===== config.mk =====
export PLATFORM = sky130hd
export DESIGN_NAME = dmem_arbiter
export DESIGN_NICKNAME = d
export VERILOG_FILES = /design/src/rtl/dmem_arbiter.sv
export SDC_FILE = /design/constraint.sdc
export NUM_CORES = 1
export LEC_CHECK = 0
export CAP_MARGIN = 10
export CORE_AREA = 2 2 117 119
export DETAILED_ROUTE_END_ITERATION = 16
export DIE_AREA = 0 0 119 121
export GPL_TIMING_DRIVEN = 0
export SYNTH_ARGS = -nofsm -noshare
export SYNTH_HDL_FRONTEND = slang
export SYNTH_SLANG_ARGS = --single-unit

===== constraint.sdc =====
create_clock -name clk -period 2.7 [get_ports clk]
set_input_delay 0.54 -clock clk [delete_from_list [all_inputs] [get_ports clk]]
set_output_delay 0.54 -clock clk [all_outputs]
set_load 0.01 [all_outputs]

===== src/rtl/dmem_arbiter.sv =====
// -----------------------------------------------------------------------------
// dmem_arbiter
//
// Shares one single-port data memory between the single-cycle CPU data port
// and a DMA/debug requester. The CPU normally wins. A DMA request that has been
// refused STARVE_MAX times in a row is forced through, and the DMA side may
// lock the port for bursts of up to BURST_MAX beats.
//
// Ports
//   clk, reset_n                 clock (rising edge), async active-low reset
//   cpu_req/we/addr/wdata        CPU access request, served in the same cycle
//   cpu_rdata, cpu_stall         CPU read data (combinational), access-refused
//   dma_valid/ready              DMA beat handshake
//   dma_we/addr/wdata/lock       DMA beat payload; lock keeps ownership
//   dma_rvalid, dma_rdata        registered read return, one cycle after accept
//   mem_we/addr/wdata/rdata      memory port (rdata combinational in mem_addr)
//   owner                        current grant: 00 none, 01 CPU, 10 DMA
// -----------------------------------------------------------------------------
module dmem_arbiter #(
   parameter int STARVE_MAX = 4,   // 1..15
   parameter int BURST_MAX  = 8    // 1..15
) (
   input  logic        clk,
   input  logic        reset_n,
   input  logic        cpu_req,
   input  logic        cpu_we,
   input  logic [31:0] cpu_addr,
   input  logic [31:0] cpu_wdata,
   output logic [31:0] cpu_rdata,
   output logic        cpu_stall,
   input  logic        dma_valid,
   output logic        dma_ready,
   input  logic        dma_we,
   input  logic [31:0] dma_addr,
   input  logic [31:0] dma_wdata,
   input  logic        dma_lock,
   output logic        dma_rvalid,
   output logic [31:0] dma_rdata,
   output logic        mem_we,
   output logic [31:0] mem_addr,
   output logic [31:0] mem_wdata,
   input  logic [31:0] mem_rdata,
   output logic [1:0]  owner
);

   typedef enum logic [0:0] {
      ST_ARB  = 1'b0,
      ST_LOCK = 1'b1
   } state_e;

   localparam logic [3:0] STARVE_LIM = 4'(STARVE_MAX);
   localparam logic [3:0] BURST_LIM  = 4'(BURST_MAX);
   // With a single-beat limit a lock could never span more than one beat,
   // so LOCK is never entered.
   localparam logic       BURST_EN   = (BURST_MAX > 1) ? 1'b1 : 1'b0;

   localparam logic [1:0] OWN_NONE = 2'b00;
   localparam logic [1:0] OWN_CPU  = 2'b01;
   localparam logic [1:0] OWN_DMA  = 2'b10;

   // Saturating 4-bit increment; the counter parks at lim instead of wrapping.
   function automatic logic [3:0] sat_inc(input logic [3:0] v, input logic [3:0] lim);
      if (v >= lim) begin
         return lim;
      end else begin
         return v + 4'd1;
      end
   endfunction

   state_e      state_q, state_d;
   logic [3:0]  starve_q, starve_d;
   logic [3:0]  beat_q, beat_d;
   logic        rvalid_q, rvalid_d;
   logic [31:0] rdata_q, rdata_d;

   logic        cpu_gnt_s;
   logic        dma_gnt_s;
   logic        dma_acc_s;
   logic [3:0]  beat_inc_s;

   // State register, counters and registered read return.
   always_ff @(posedge clk or negedge reset_n) begin
      if (!reset_n) begin
         state_q  <= ST_ARB;
         starve_q <= 4'd0;
         beat_q   <= 4'd0;
         rvalid_q <= 1'b0;
         rdata_q  <= 32'd0;
      end else begin
         state_q  <= state_d;
         starve_q <= starve_d;
         beat_q   <= beat_d;
         rvalid_q <= rvalid_d;
         rdata_q  <= rdata_d;
      end
   end

   // Grant decision and memory-port mux. While reset_n is low nobody is
   // granted, so the memory sees no access and a requesting CPU is stalled.
   always_comb begin
      cpu_gnt_s = 1'b0;
      dma_gnt_s = 1'b0;
      owner     = OWN_NONE;
      if (!reset_n) begin
         cpu_gnt_s = 1'b0;
         dma_gnt_s = 1'b0;
      end else begin
         case (state_q)
            ST_ARB: begin
               if (dma_valid && (!cpu_req || (starve_q == STARVE_LIM))) begin
                  dma_gnt_s = 1'b1;
                  owner     = OWN_DMA;
               end else if (cpu_req) begin
                  cpu_gnt_s = 1'b1;
                  owner     = OWN_CPU;
               end else begin
                  owner     = OWN_NONE;
               end
            end
            ST_LOCK: begin
               // DMA owns the port for the whole lock, beat or no beat.
               dma_gnt_s = 1'b1;
               owner     = OWN_DMA;
            end
            default: begin
               owner     = OWN_NONE;
            end
         endcase
      end

      dma_acc_s = dma_valid & dma_gnt_s;
      dma_ready = dma_acc_s;
      cpu_stall = cpu_req & ~cpu_gnt_s;
      cpu_rdata = mem_rdata;

      if (cpu_gnt_s) begin
         mem_we    = cpu_we;
         mem_addr  = cpu_addr;
         mem_wdata = cpu_wdata;
      end else if (dma_acc_s) begin
         mem_we    = dma_we;
         mem_addr  = dma_addr;
         mem_wdata = dma_wdata;
      end else begin
         // Idle port, including LOCK cycles without a beat.
         mem_we    = 1'b0;
         mem_addr  = 32'd0;
         mem_wdata = 32'd0;
      end

      dma_rvalid = rvalid_q;
      dma_rdata  = rdata_q;
   end

   // Next state, starvation/beat counters and read-return capture.
   always_comb begin
      state_d    = state_q;
      beat_d     = beat_q;
      starve_d   = 4'd0;
      beat_inc_s = beat_q + 4'd1;

      // Counts consecutive refused cycles; any accept or idle cycle clears it.
      if (dma_valid && !dma_acc_s) begin
         starve_d = sat_inc(starve_q, STARVE_LIM);
      end else begin
         starve_d = 4'd0;
      end

      case (state_q)
         ST_ARB: begin
            beat_d = 4'd0;
            if (dma_acc_s && dma_lock && BURST_EN) begin
               state_d = ST_LOCK;
               beat_d  = 4'd1;
            end else begin
               state_d = ST_ARB;
            end
         end
         ST_LOCK: begin
            if (dma_acc_s) begin
               beat_d = beat_inc_s;
            end else begin
               beat_d = beat_q;
            end
            // The lock ends when it is released or when the beat just taken
            // was the last one allowed.
            if (!dma_lock || (dma_acc_s && (beat_inc_s == BURST_LIM))) begin
               state_d = ST_ARB;
               beat_d  = 4'd0;
            end else begin
               state_d = ST_LOCK;
            end
         end
         default: begin
            state_d = ST_ARB;
            beat_d  = 4'd0;
         end
      endcase

      rvalid_d = dma_acc_s & ~dma_we;
      if (rvalid_d) begin
         rdata_d = mem_rdata;
      end else begin
         rdata_d = rdata_q;
      end
   end

endmodule


==> impl_results.md <==
- Synthesized-area fraction occupied by adder cells: under 10%
- Final design instance area without fill: between 6000 and 7000 sq um
- Final worst slack: ~0.08 ns
- Area grow syn2layout: 127.8%
- Reported max-cap violation count: 0
- Largest net degree at the start of global routing: 21
- Number of buffers added by the clock tree synthesis step: 5
- Dominant delay contributor by cell family on the critical path: buffers and inverters
- Mux cell area share after synthesis: 16.95%
- CTS tree: done
- ANT nets after route: 0
- Synth unique cells: 37
- Wire length of the first global-routing pass: between 15000 and 20000 um
- Top cell by count, worst path: buf_6
- Required time at the endpoint of the critical path: 2.16 ns
- Max-slew violation count: 0
- Flip-flop and latch count after synthesis: 42
- Dominant combinational cell family by area after synthesis: compound AO/OA/AOI/OAI gates
- Syn_area_per_cell: roughly 12 sq um
- Power density relative to cell area: ~440 nW/um^2
- H-tree Lvls: 2
- Xor-xnor portion of the synthesized cell area: less than 1%
- Skew-Pair Late Insertion Delay: about 0.28 ns
- Final WL: approximately 13000 um
- Placement Cell Area: between 6000 and 7000 sq um
- WL per Instance: 17.30 um
- Kind of end point of the critical path: primary output
- Remaining global-route overflow: 0
- Initial antenna violation count: 0
- Maximum clock frequency: between 0.3 and 0.4 GHz
- Maximum clock insertion buffer count: 2
- Clock-pin transition on the worst setup and hold timing paths: 0.06 ns
- RSZ-0062 raised after global routing: yes
- X dimension of the die: between 100 and 150 um
- Commonest non-fill, non-tap cell in the layout: clkdlybuf4s50_1
- Area enclosed by the die boundary: ~14000 sq um
- Final hold violation count: 0
- Slowest cell delay on critical path: ~0.39 ns
- Arrival time of the worst setup path: ~2.1 ns
- Clock sinks: 42
- Highest-delay cell along the critical path: dfrtp_1
- Number of DRC violations after detailed-routing iteration 0: between 150 and 200
- Detailed-route via count: 3150
- Share of post-route cells with drive strength above 1: between 20% and 30%
- Number of global-route vias before repair: between 3000 and 4000
- Leakage power summed over all cells: about 0.0029 uW
- Reg area: between 1000 and 1500 sq um
- Worst-path maximum fanout: 10
- Root buf cell: clkbuf_16
- # IOs: roughly 300
- GRT Overall Usage: about 17%
- Worst setup SP type: flip-flop
- Pre-Repair DR Iteration Count: 4
- Core utilization of the finished layout: between 40% and 50%
- Worst ir drop on vdd: about 0.29 mV
- Antenna cell count: 0
- Setup-violating endpoint count in the final report: 0
- Total area of multi-input combinational cells: 1360 sq um
- Filler instances: around 1200
- Yosys synthesis warning count: 0
- Dpl hpwl: roughly 10000 um
- Total Nets Final: between 700 and 800
- Period minus WS final: between 2 and 3 ns
- Final Power: around 2800 uW
- CP bufs+invs: 4
- Worst slack after detailed placement: -0.6740 ns
- Result of the run: complete, no violations
- Fraction of the mapped netlist area in compound gates: about a quarter
- Most frequent cells in the layout: clkdlybuf4s50_1 (231), a22o_1 (65), dlygate4sd2_1 (47), buf_4 (42), dfrtp_1 (42)
- Number of vias per cell: 4.309
- Number of buffers inserted by port buffering: 300
- Core Box Area: roughly 13000 sq um
- Initial cell density of the core: 21.15%
- Path category of the worst min-delay check: primary input to async pin
- Final cycle utilization of the critical path: ~97%
- Cell area after technology mapping: 2768 sq um
- Mapped Nets: about 410
- GPL Wtd Cong: 0.8034
- Chip height: around 120 um
- Post-Route Skew: 0.003869 ns
- Post-synthesis cell count: roughly 240
- Register area share after synthesis: about 38%
- Post-CTS Hold Buffers: 0
- Sequence of cells on the critical path: inv_2 > ha_4 > nand3b_4 > o211a_4 > buf_6 > buf_6 > a22o_1 > dlygate4sd2_1
- Simple-gate area share of the yosys netlist: 4.295%
- Floorplan row count: 42
- Kind of critical path: flip-flop to primary output
- Residual DRC: 0
-- power by group --
part | switching [uW] | total (uW) | leakage, uW | internal (uW)
registers | 79.9 | 848 | 0.000515 | 768
clock network | 237 | 579 | 0.0000708 | 343
logic | 470 | 1350 | 0.00228 | 879
total | 786 | 2780 | 0.00287 | 1990
-- timing repair --
item / in CTS / in global routing
gates cloned: 3 / 0
setup endpoints to repair: 68 / 27
setup buffers: 6 / 0
gates resized for setup: 101 / 23
-- synthesized netlist by cell type, drive strengths merged --
cell type | n | area, sq um
mux2 | 32 | 469.2
a22o | 65 | 569.3
inv | 6 | 22.52
o22ai | 1 | 6.260
xnor2 | 1 | 8.760
a21oi | 5 | 36.29
a211oi | 1 | 7.510
o21a | 1 | 7.510
o31ai | 1 | 7.510
conb | 1 | 3.750
o211a | 1 | 10.01
a21o | 1 | 7.510
o21ai | 2 | 10.01
dfrtp | 42 | 1051
nand4 | 2 | 12.51
buf | 45 | 331.6
a31oi | 1 | 6.260
nand3b | 1 | 20.02
nand3 | 2 | 10.01
clkbuf | 6 | 22.52
nand2 | 4 | 17.52
nor2 | 4 | 15.01
nor3 | 2 | 10.01
a2111oi | 1 | 8.760
o211ai | 1 | 7.510
a31o | 2 | 17.52
nor2b | 3 | 33.79
ha | 3 | 37.54
-- metal layers --
layer / up-vias / share of wire [%] / global-route usage [%]
met4: 0 / 2.0 / 4.911
met1: 1478 / 41 / 20.16
li1: 1503 / - / -
met3: 12 / 8.7 / 5.404
met5: - / 0 / 0
met2: 157 / 49 / 28.05
-- sequential cells by signal, summed over array words and instances (netlist names) --
signal,cells
beat_q,4
dma_rdata,32
dma_rvalid,1
state_q,1
starve_q,4
-- logic make-up (layout without fill, tap and decap cells) --
| logic type | count (synthesis) | in the layout |
|---|---|---|
| AO/OA/AOI/OAI | 83 | 83 |
| buffers and inverters | 57 | 375 |
| flip-flops | 42 | 42 |
| multiplexers | 32 | 32 |
| AND/OR/NAND/NOR | 18 | 18 |
| adder cells (fa/ha/maj) | 3 | 3 |
| other | 1 | 1 |
| XOR/XNOR | 1 | 1 |
-- final cells by class --
cell class              count  share of cell area (%)
repair buffers            310                   48.88
multi-input cells         138                   21.57
flip-flops and latches     42                   16.67
plain buffers              51                   6.767
well taps                 176                   3.493
clock buffers               6                   2.044
inverters                   6                  0.3572
clock inverters             2                  0.2183
-- stage by stage --
stage | TNS [ns] | instances | hold slack, ns
finish | 0 | 731 | 0.05679
global route | -0.0009719 | 731 | 0.04797
CTS | 0 | 731 | 0.04929
detailed placement | -39.30 | 714 | 0.3927
global placement | -211.13 | 713 | 0.4449
floorplan | 0 | 237 | 0.2444
-- worst reg2reg max path, delay by kind of cell, from the launching register on --
kind | cells | cell delay [ns]
muxes | 1 | 0.32
DFF | 1 | 0.39
and+or+nand+nor | 2 | 0.25
AOI/OAI and AO/OA | 1 | 0.15
buffers and inverters | 4 | 0.56
adders and majority gates | 1 | 0.14
-- final timing paths --
| check | slack (ns) | end | from | cells past startpoint |
|---|---|---|---|---|
| worst max register to register | 0.79 | dma_rdata[24] | starve_q[0] | 9 |
| max in group asynchronous | 2.19 | dma_rdata[16] | reset_n | 2 |
| worst min register to register | 0.49 | dma_rdata[9] | dma_rdata[9] | 1 |
| worst max-delay path | 0.08 | mem_addr[10] | starve_q[0] | 8 |
| min in group clk | 0.49 | dma_rdata[9] | dma_rdata[9] | 1 |
| worst min-delay path | 0.06 | dma_rdata[20] | reset_n | 1 |
No activity file was read; power rests on OpenSTA's default activity.
